$ cat src/rtl/video_source.sv
// Raster-order frame reader: walks a W x H image out of a 1-cycle-latency
// frame memory and emits the Pixel/Frame/Line stream for the Hough pipeline.
module video_source #(
  parameter int H_BLANK = 4,
  parameter int V_BLANK = 16,
  parameter int ADDR_W  = 16
) (
  input  logic              Clk,
  input  logic              Reset,
  input  logic              Start,
  input  logic              Continuous,
  input  logic [7:0]        Width,
  input  logic [7:0]        Height,
  output logic              MemRd,
  output logic [ADDR_W-1:0] MemAddr,
  input  logic [7:0]        MemData,
  output logic [7:0]        PixelOut,
  output logic              FrameOut,
  output logic              LineOut,
  output logic              Busy,
  output logic              FrameDone
);

  localparam int BLANK_MAX = (H_BLANK > V_BLANK) ? H_BLANK : V_BLANK;
  localparam int CNT_W     = (BLANK_MAX > 1) ? $clog2(BLANK_MAX) : 1;
  localparam int STAGES    = 1;
  localparam logic [CNT_W-1:0] H_LAST = CNT_W'((H_BLANK > 0) ? H_BLANK - 1 : 0);
  localparam logic [CNT_W-1:0] V_LAST = CNT_W'(V_BLANK - 1);

  typedef enum logic [1:0] {IDLE, ACTIVE, HBLANK, VBLANK} state_t;

  typedef struct packed {
    logic lineFirst;
    logic frameFirst;
    logic frameLast;
  } tag_t;

  state_t            state, nextState;
  logic [7:0]        w, h, col, row;
  logic [7:0]        nextW, nextH, nextCol, nextRow;
  logic [CNT_W-1:0]  blankCnt, nextBlank;
  logic [ADDR_W-1:0] addr, nextAddr;
  logic [STAGES-1:0] vldQ;
  logic [STAGES:0]   vldPipe;
  tag_t              rdTag, outTag;
  logic              lastCol, lastRow, dimsOk, launch;

  assign lastCol = (col == w - 8'd1);
  assign lastRow = (row == h - 8'd1);
  assign dimsOk  = (Width != 8'd0) && (Height != 8'd0);

  // A frame begins either from an explicit Start in IDLE or by chaining at
  // the end of vertical blanking; both paths latch the live Width/Height.
  assign launch = dimsOk &&
                  (((state == IDLE) && Start) ||
                   ((state == VBLANK) && (blankCnt == V_LAST) && Continuous));

  always_ff @(posedge Clk or posedge Reset) begin
    if (Reset) begin
      state    <= IDLE;
      w        <= '0;
      h        <= '0;
      col      <= '0;
      row      <= '0;
      blankCnt <= '0;
      addr     <= '0;
    end else begin
      state    <= nextState;
      w        <= nextW;
      h        <= nextH;
      col      <= nextCol;
      row      <= nextRow;
      blankCnt <= nextBlank;
      addr     <= nextAddr;
    end
  end

  always_comb begin
    nextState = state;
    nextW     = w;
    nextH     = h;
    nextCol   = col;
    nextRow   = row;
    nextBlank = blankCnt;
    nextAddr  = addr;
    unique case (state)
      IDLE: ;
      ACTIVE: begin
        nextAddr = addr + 1'b1;
        nextCol  = col + 8'd1;
        if (lastCol) begin
          nextCol   = '0;
          nextBlank = '0;
          if (lastRow) begin
            nextState = VBLANK;
          end else begin
            nextRow = row + 8'd1;
            if (H_BLANK != 0) nextState = HBLANK;
          end
        end
      end
      HBLANK: begin
        nextBlank = blankCnt + 1'b1;
        if (blankCnt == H_LAST) nextState = ACTIVE;
      end
      VBLANK: begin
        nextBlank = blankCnt + 1'b1;
        if (blankCnt == V_LAST) nextState = IDLE;
      end
      default: nextState = IDLE;
    endcase
    if (launch) begin
      nextState = ACTIVE;
      nextW     = Width;
      nextH     = Height;
      nextCol   = '0;
      nextRow   = '0;
      nextBlank = '0;
      nextAddr  = '0;
    end
  end

  assign MemRd   = (state == ACTIVE);
  assign MemAddr = addr;
  assign Busy    = (state != IDLE);

  // Strobes ride one stage behind the read so they line up with MemData.
  assign rdTag.lineFirst  = (col == 8'd0);
  assign rdTag.frameFirst = (col == 8'd0) && (row == 8'd0);
  assign rdTag.frameLast  = lastCol && lastRow;
  assign vldPipe          = {vldQ, MemRd};

  always_ff @(posedge Clk or posedge Reset) begin
    if (Reset) begin
      vldQ   <= '0;
      outTag <= '0;
    end else begin
      vldQ   <= vldPipe[STAGES-1:0];
      outTag <= MemRd ? rdTag : '0;
    end
  end

  assign PixelOut  = vldPipe[STAGES] ? MemData : 8'h00;
  assign LineOut   = outTag.lineFirst;
  assign FrameOut  = outTag.frameFirst;
  assign FrameDone = outTag.frameLast;

endmodule

$ cat config.mk
export PLATFORM = sky130hd
export DESIGN_NAME = video_source
export DESIGN_NICKNAME = d
export VERILOG_FILES = /design/src/rtl/video_source.sv
export SDC_FILE = /design/constraint.sdc
export NUM_CORES = 1
export LEC_CHECK = 0
export BUFFER_PORTS_ARGS = -buffer_cell sky130_fd_sc_hd__buf_4
export CAP_MARGIN = 20
export CELL_PAD_IN_SITES_DETAIL_PLACEMENT = 0
export CELL_PAD_IN_SITES_GLOBAL_PLACEMENT = 1
export CORE_MARGIN = 5
export CORE_UTILIZATION = 38
export CTS_CLUSTER_DIAMETER = 50
export DETAILED_ROUTE_END_ITERATION = 8
export PLACE_DENSITY_LB_ADDON = 0.1
export SYNTH_ARGS = -nofsm -noshare
export SYNTH_HDL_FRONTEND = slang
export SYNTH_SLANG_ARGS = --single-unit
$ cat constraint.sdc
create_clock -name Clk -period 3.9 [get_ports Clk]
set_input_delay 0.39 -clock Clk [delete_from_list [all_inputs] [get_ports Clk]]
set_output_delay 0.39 -clock Clk [all_outputs]
set_load 0.1 [all_outputs]
==> results of run 1 <==
## worst max-delay path: cells and delay by family (launching register included)
kind	cells	cell delay, ns
buf+inv	1	0.09
xor+xnor	1	0.19
fa+ha+maj	1	0.21
flops	1	0.43
compound gates	2	0.32
simple gates	4	1.70
## metal layers
layer | global-route usage (%) | vias up | routed length [um]
met2 | 25.2 | 41 | 3680
met4 | 7.37 | 0 | 174
met1 | 21.6 | 1315 | 3650
met3 | 2.88 | 19 | 329
li1 | - | 1398 | -
met5 | 0 | - | 0
## registers in the layout, indices dropped and copies added (netlist names)
name and count:
FrameOut 1, state 2, w 8, vldQ 1
FrameDone 1, col 8, row 8, MemAddr 16
LineOut 1, blankCnt 4, h 8
## cell usage after synthesis, drive strengths merged (2+ instances only)
library cell	number
or4	5
nand2b	5
o31ai	3
o21a	2
a211oi	2
nor2b	2
a31o	3
nor4	8
a21o	4
mux2i	6
a31oi	2
nand3	13
xor2	18
a21oi	9
and2	8
o21bai	2
and3	8
nor3	10
nor4b	4
inv	14
a32o	2
nand4	5
a41oi	2
nand2	68
xnor2	15
buf	2
or3	5
ha	8
nor2	28
nor3b	7
dfrtp	58
clkbuf	12
o21ai	16
a311o	2
## metrics by stage
| step | cells | hold WS, ns |
|---|---|---|
| after floorplan | 370 | 0.465 |
| after global routing | 539 | 0.217 |
| after CTS | 539 | 0.173 |
| after global placement | 524 | 0.484 |
| final | 539 | 0.147 |
| after detailed placement | 524 | 0.493 |
## kinds of logic (layout without fill, tap and decap cells)
group	Yosys count	in the layout	synth area share (%)
fa+ha+maj	8	8	3.02
xor+xnor	33	33	8.72
compound gates	55	55	11.8
simple gates	181	181	27.6
flops	58	58	43.8
buf+inv	29	90	3.28
mux	6	6	1.81
## power breakdown
group | total [mW] | internal [mW] | switching (mW)
registers | 0.602 | 0.602 | 0
clock network | 0.534 | 0.297 | 0.237
logic | 0.0784 | 0.0259 | 0.0526
## layout make-up
| class | count | area, um^2 | area share, % |
|---|---|---|---|
| Tap cell | 108 | 135 | 3.35 |
| Clock inverter | 1 | 7.51 | 0.186 |
| Clock buffer | 14 | 183 | 4.52 |
| Inverter | 15 | 56.3 | 1.39 |
| Sequential cell | 58 | 1450 | 35.9 |
| Timing Repair Buffer | 60 | 450 | 11.2 |
| Multi-Input combinational cell | 283 | 1750 | 43.4 |
## worst paths after layout
check                                      start                      to
worst max-delay path            w[0]$_DFFE_PP0N_      row[6]$_DFFE_PP0P_
worst min-delay path                       Reset  MemAddr[8]$_DFFE_PP0P_
max in group asynchronous                  Reset      col[2]$_DFFE_PP0P_
worst min register to register  h[7]$_DFFE_PP0N_        h[7]$_DFFE_PP0N_
min in group Clk                        Width[5]        w[5]$_DFFE_PP0N_
worst max register to register  w[0]$_DFFE_PP0N_      row[6]$_DFFE_PP0P_
==> flow_summary.yaml, run 1 <==
run_status:
  status: "completed"
clock_tree:
  cts.sinks: 58
  cts.path.max_buffers: 2
  holdBufCountCts: 0
  cts_root_buffer: "clkbuf_8"
  htreeDepth: 3
  clk_latency_ns: 0.34
  cts_setup_buffers: 0
  path_clk_slew_ns: 0.07
  cts_tree: "yes"
  numCtsBuffers: 9
  ctsResizeCount: 0
routing:
  via_per_inst: 5.14
  drtIter0Drc: 107
  wl_per_cell_um: 14.5
  num_vias: 2773
  routed_wl_mm: 7.84
  drt_first_pass_iters: 4
  ant_nets: 0
  drc_errors: 0
critical_path:
  path_cells: "inv_1, ha_1, nor4b_1, xor2_1, and4b_1, o2111ai_4, or4_4, or4_1, a21oi_1"
  required_ns: 4.16
  crit_path_top_delay_cell: "or4_4"
  critical_path_class: "flop to flop"
  rrSetupSlack_ns: 0.89
  max_stage_delay_ns: 0.62
  critPathArrivalTime_ns: 3.27
  r2r_cells: 9
  end_kind: "flop"
  startpoint_type: "flop"
  path_max_fanout: 8
sta:
  post-route-worst-setup-slack_ns: 0.892
  hold_viol: 0
  post-route-period-util_pct: 77.1
  maxClockFrequency_mhz: 332
  rsz0062_at_grt: "false"
  max-slew-margin-rel_pct: 45.7
  layout_min_cycle_time_ns: 3.01
  finalClockSkew_ns: 0.00668
  worstMarginPinSlew_ns: 0.810
  fin_tns_setup_ns: 0
  slew_viol_final: 0
  setup_violations: 0
flow_run:
  drv_cap: 0
layout:
  final_area_mm2: 0.00404
  syn2layout_area_growth_pct: 21.8
  fin_nets: 463
  layout_commonest_cell: "nand2_1"
  nFillCells: 853
  final_cell_mix: "nand2_1, buf_4, dfrtp_1"
  final_core_util_pct: 47.0
  drive_gt1_share_pct: 19.7
  antenna_cells: 0
synthesis:
  synth_ff_type: "dfrtp_1"
  synth_cell_types: 49
  synthArstFlopShare_pct: 100
  syn_area_mm2: 0.00331
  avgSynthCellArea_um2: 8.96
  postSynthCellCount: 370
  ys_warn_count: 0
  synth_nets: 406
  seq_area_frac_synth_pct: 43.8
  ys_ff_latch: 58
  yosysTopAreaCell: "dfrtp_1"
  synth_enable_flop_cells: 0
  synth_top_area_share_pct: 43.8
  ys_top_cells_by_area: "dfrtp_1, nand2_1, xor2_1"
floorplan:
  io_pins: 57
  initial_utilization_pct: 38.6
  dieHeight_um: 103
  die_x_um: 103
  core_mm2: 0.00859
  dieArea_mm2: 0.0107
  fp-row-count: 34
placement:
  place_ws_ns: 0.916
  hpwl_mm: 5.86
  place_congestion: 0.761
  post_dp_cell_area_mm2: 0.00385
  portBuffers: 56
global_routing:
  grt_max_degree: 33
  antenna_found_initial: 0
  gr-usage-all-layers_pct: 16.1
  grt_pass1_wl_mm: 13.3
  grt_pass1_vias: 2729
  grt-ovfl-total: 0
power_and_ir_drop:
  power_mw: 1.21
  peakVddDrop_mv: 0.175
  p_per_area_mw_per_mm2: 301
  leakage_nw: 1.90
hold_path:
  min_path_type: "input port to asynchronous set/reset pin"
No activity file was read; power rests on OpenSTA's default activity.
==> run 2: changes to the inputs <==
==> constraint.sdc (replaced) <==
create_clock -name Clk -period 2.8 [get_ports Clk]
set_input_delay 0.28 -clock Clk [delete_from_list [all_inputs] [get_ports Clk]]
set_output_delay 0.28 -clock Clk [all_outputs]
set_load 0.1 [all_outputs]
==> run 2 against run 1 <==
  * Die area stayed put
  * Final area is 5.2% higher
  * Non-clock buffer count is 14 higher
  * Clock skew is 0.0047 ns higher
  * Sequential share of layout area is 1.7 points lower
  * Global-route usage is 0.089 points lower
  * Critical path depth is 2 lower
  * Utilization is 2.4 points higher
  * Wire length is 2.0% higher
  * Combinational power is 42% higher
  * Critical path type unchanged
  * Largest cell class unchanged
  * Highest routed layer unchanged
==> flow_summary.yaml, run 2 (synthesized netlist as in run 1, its figures left out) <==
placement:
  dpl.cell_count: 537
  portBuffers: 56
  place_ws_ns: 0.0240
  hpwl_mm: 6.01
  place_congestion: 0.876
clock_tree:
  cts.path.max_buffers: 2
  htreeDepth: 3
  cts.sinks: 58
  path_clk_slew_ns: 0.08
  cts_tree: "yes"
  numCtsBuffers: 9
  cts_root_buffer: "clkbuf_8"
  clk_latency_ns: 0.34
  holdBufCountCts: 0
layout:
  final_cell_mix: "buf_4, nand2_1, dfrtp_1"
  layout_commonest_cell: "buf_4"
  syn2layout_area_growth_pct: 28.2
  final_cells: 554
  largest_reg_flops: 16
  drive_gt1_share_pct: 24.7
  antenna_cells: 0
  fin_nets: 477
sta:
  setup_violations: 0
  fin_tns_setup_ns: 0
  slew_viol_final: 0
  maxClockFrequency_mhz: 366
  rsz0062_at_grt: "false"
  max-slew-margin-rel_pct: 58.8
  post-route-period-util_pct: 97.6
  worstMarginPinSlew_ns: 0.618
  hold_viol: 0
  finalClockSkew_ns: 0.0114
  post-route-worst-setup-slack_ns: 0.0670
  layout_min_cycle_time_ns: 2.73
global_routing:
  grt_max_degree: 33
  grt_pass1_vias: 2738
  antenna_found_initial: 0
  gr-usage-all-layers_pct: 16.0
  grt_pass1_wl_mm: 13.3
  grt-ovfl-total: 0
critical_path:
  critPathArrivalTime_ns: 2.99
  required_ns: 3.06
  startpoint_type: "flop"
  path_max_fanout: 6
  end_kind: "flop"
  critical_path_class: "flop to flop"
floorplan:
  fp-row-count: 34
  dieArea_mm2: 0.0107
  initial_utilization_pct: 38.6
  core_mm2: 0.00859
  die_x_um: 103
  dieHeight_um: 103
  io_pins: 57
flow_run:
  drv_cap: 0
routing:
  routed_wl_mm: 7.99
  via_per_inst: 5.13
  wl_per_cell_um: 14.4
  ant_nets: 0
  drc_errors: 0
  drtIter0Drc: 73
  drt_first_pass_iters: 4
  num_vias: 2842
power_and_ir_drop:
  p_per_area_mw_per_mm2: 433
  peakVddDrop_mv: 0.223
  leakage_nw: 2.00
run_status:
  status: "completed"
hold_path:
  min_path_type: "input port to asynchronous set/reset pin"
## run 2: cell types whose count changed in the layout (fill, tap and decap cells not counted), moves of 2 or more
cell | before | now
buf_4 | 60 | 73
bufinv_16 | 0 | 2
clkbuf_8 | 13 | 11
clkinv_2 | 0 | 2
ha_1 | 8 | 6
ha_2 | 0 | 2
## run 2: worst paths after layout
check / start / depth (start not counted) / to / slack [ns]
max: w[2]$_DFFE_PP0N_ / 7 / row[6]$_DFFE_PP0P_ / 0.07
min reg2reg: h[7]$_DFFE_PP0N_ / 2 / h[7]$_DFFE_PP0N_ / 0.51
max reg2reg: w[2]$_DFFE_PP0N_ / 7 / row[6]$_DFFE_PP0P_ / 0.07
max in group asynchronous: Reset / 3 / h[1]$_DFFE_PP0N_ / 2.19
min in group Clk: Width[5] / 3 / w[5]$_DFFE_PP0N_ / 0.14
min: Reset / 2 / MemAddr[5]$_DFFE_PP0P_ / 0.02
## run 2: routing by layer
layer	global-route usage, %	share of wire [%]	routed length (um)
met2	25.8	47	3770
met1	20.9	47	3750
met5	0	0	0
met3	5.10	5.0	399
met4	3.98	0.98	78
## run 2: final cells by class
type | instances | area [um^2]
fillers | 856 | 4350
multi-input cells | 283 | 1810
flip-flops and latches | 58 | 1450
repair buffers | 74 | 568
clock buffers | 12 | 155
well taps | 108 | 135
clock inverters | 4 | 73.8
inverters | 15 | 57.6
## run 2: through the flow
| stage | hold slack [ns] | power (mW) | util, % | cell area, um^2 |
|---|---|---|---|---|
| 4_1_cts | 0.0384 | 1.86 | 48.9 | 4200 |
| 3_5_place_dp | 0.412 | 0.968 | 46.2 | 3970 |
| 6_report | 0.0151 | 1.84 | 49.4 | 4250 |
| 3_3_place_gp | 0.405 | 0.967 | 46.2 | 3970 |
| 5_1_grt | 0.0522 | 1.92 | 49.4 | 4250 |
| 2_1_floorplan | 0.385 | 0.916 | - | 3330 |
## run 2: power breakdown
| part | total [mW] | switching, mW | internal [mW] |
|---|---|---|---|
| Sequential | 0.838 | 0 | 0.838 |
| Clock | 0.888 | 0.338 | 0.550 |
| Combinational | 0.111 | 0.0735 | 0.0379 |
## run 2: what timing repair did
item / CTS / global route
setup buffers: 0 / 1
setup endpoints to repair: 0 / 10
resized for setup: 0 / 9
## run 2: worst max-delay path, stage by stage (launching register included)
cell and delay (ns):
dfrtp_1 0.38, or3_4 0.41, or4_4 0.45, a21oi_4 0.18, o2111ai_4 0.14, or4_4 0.47
or4_4 0.50, a21oi_2 0.14
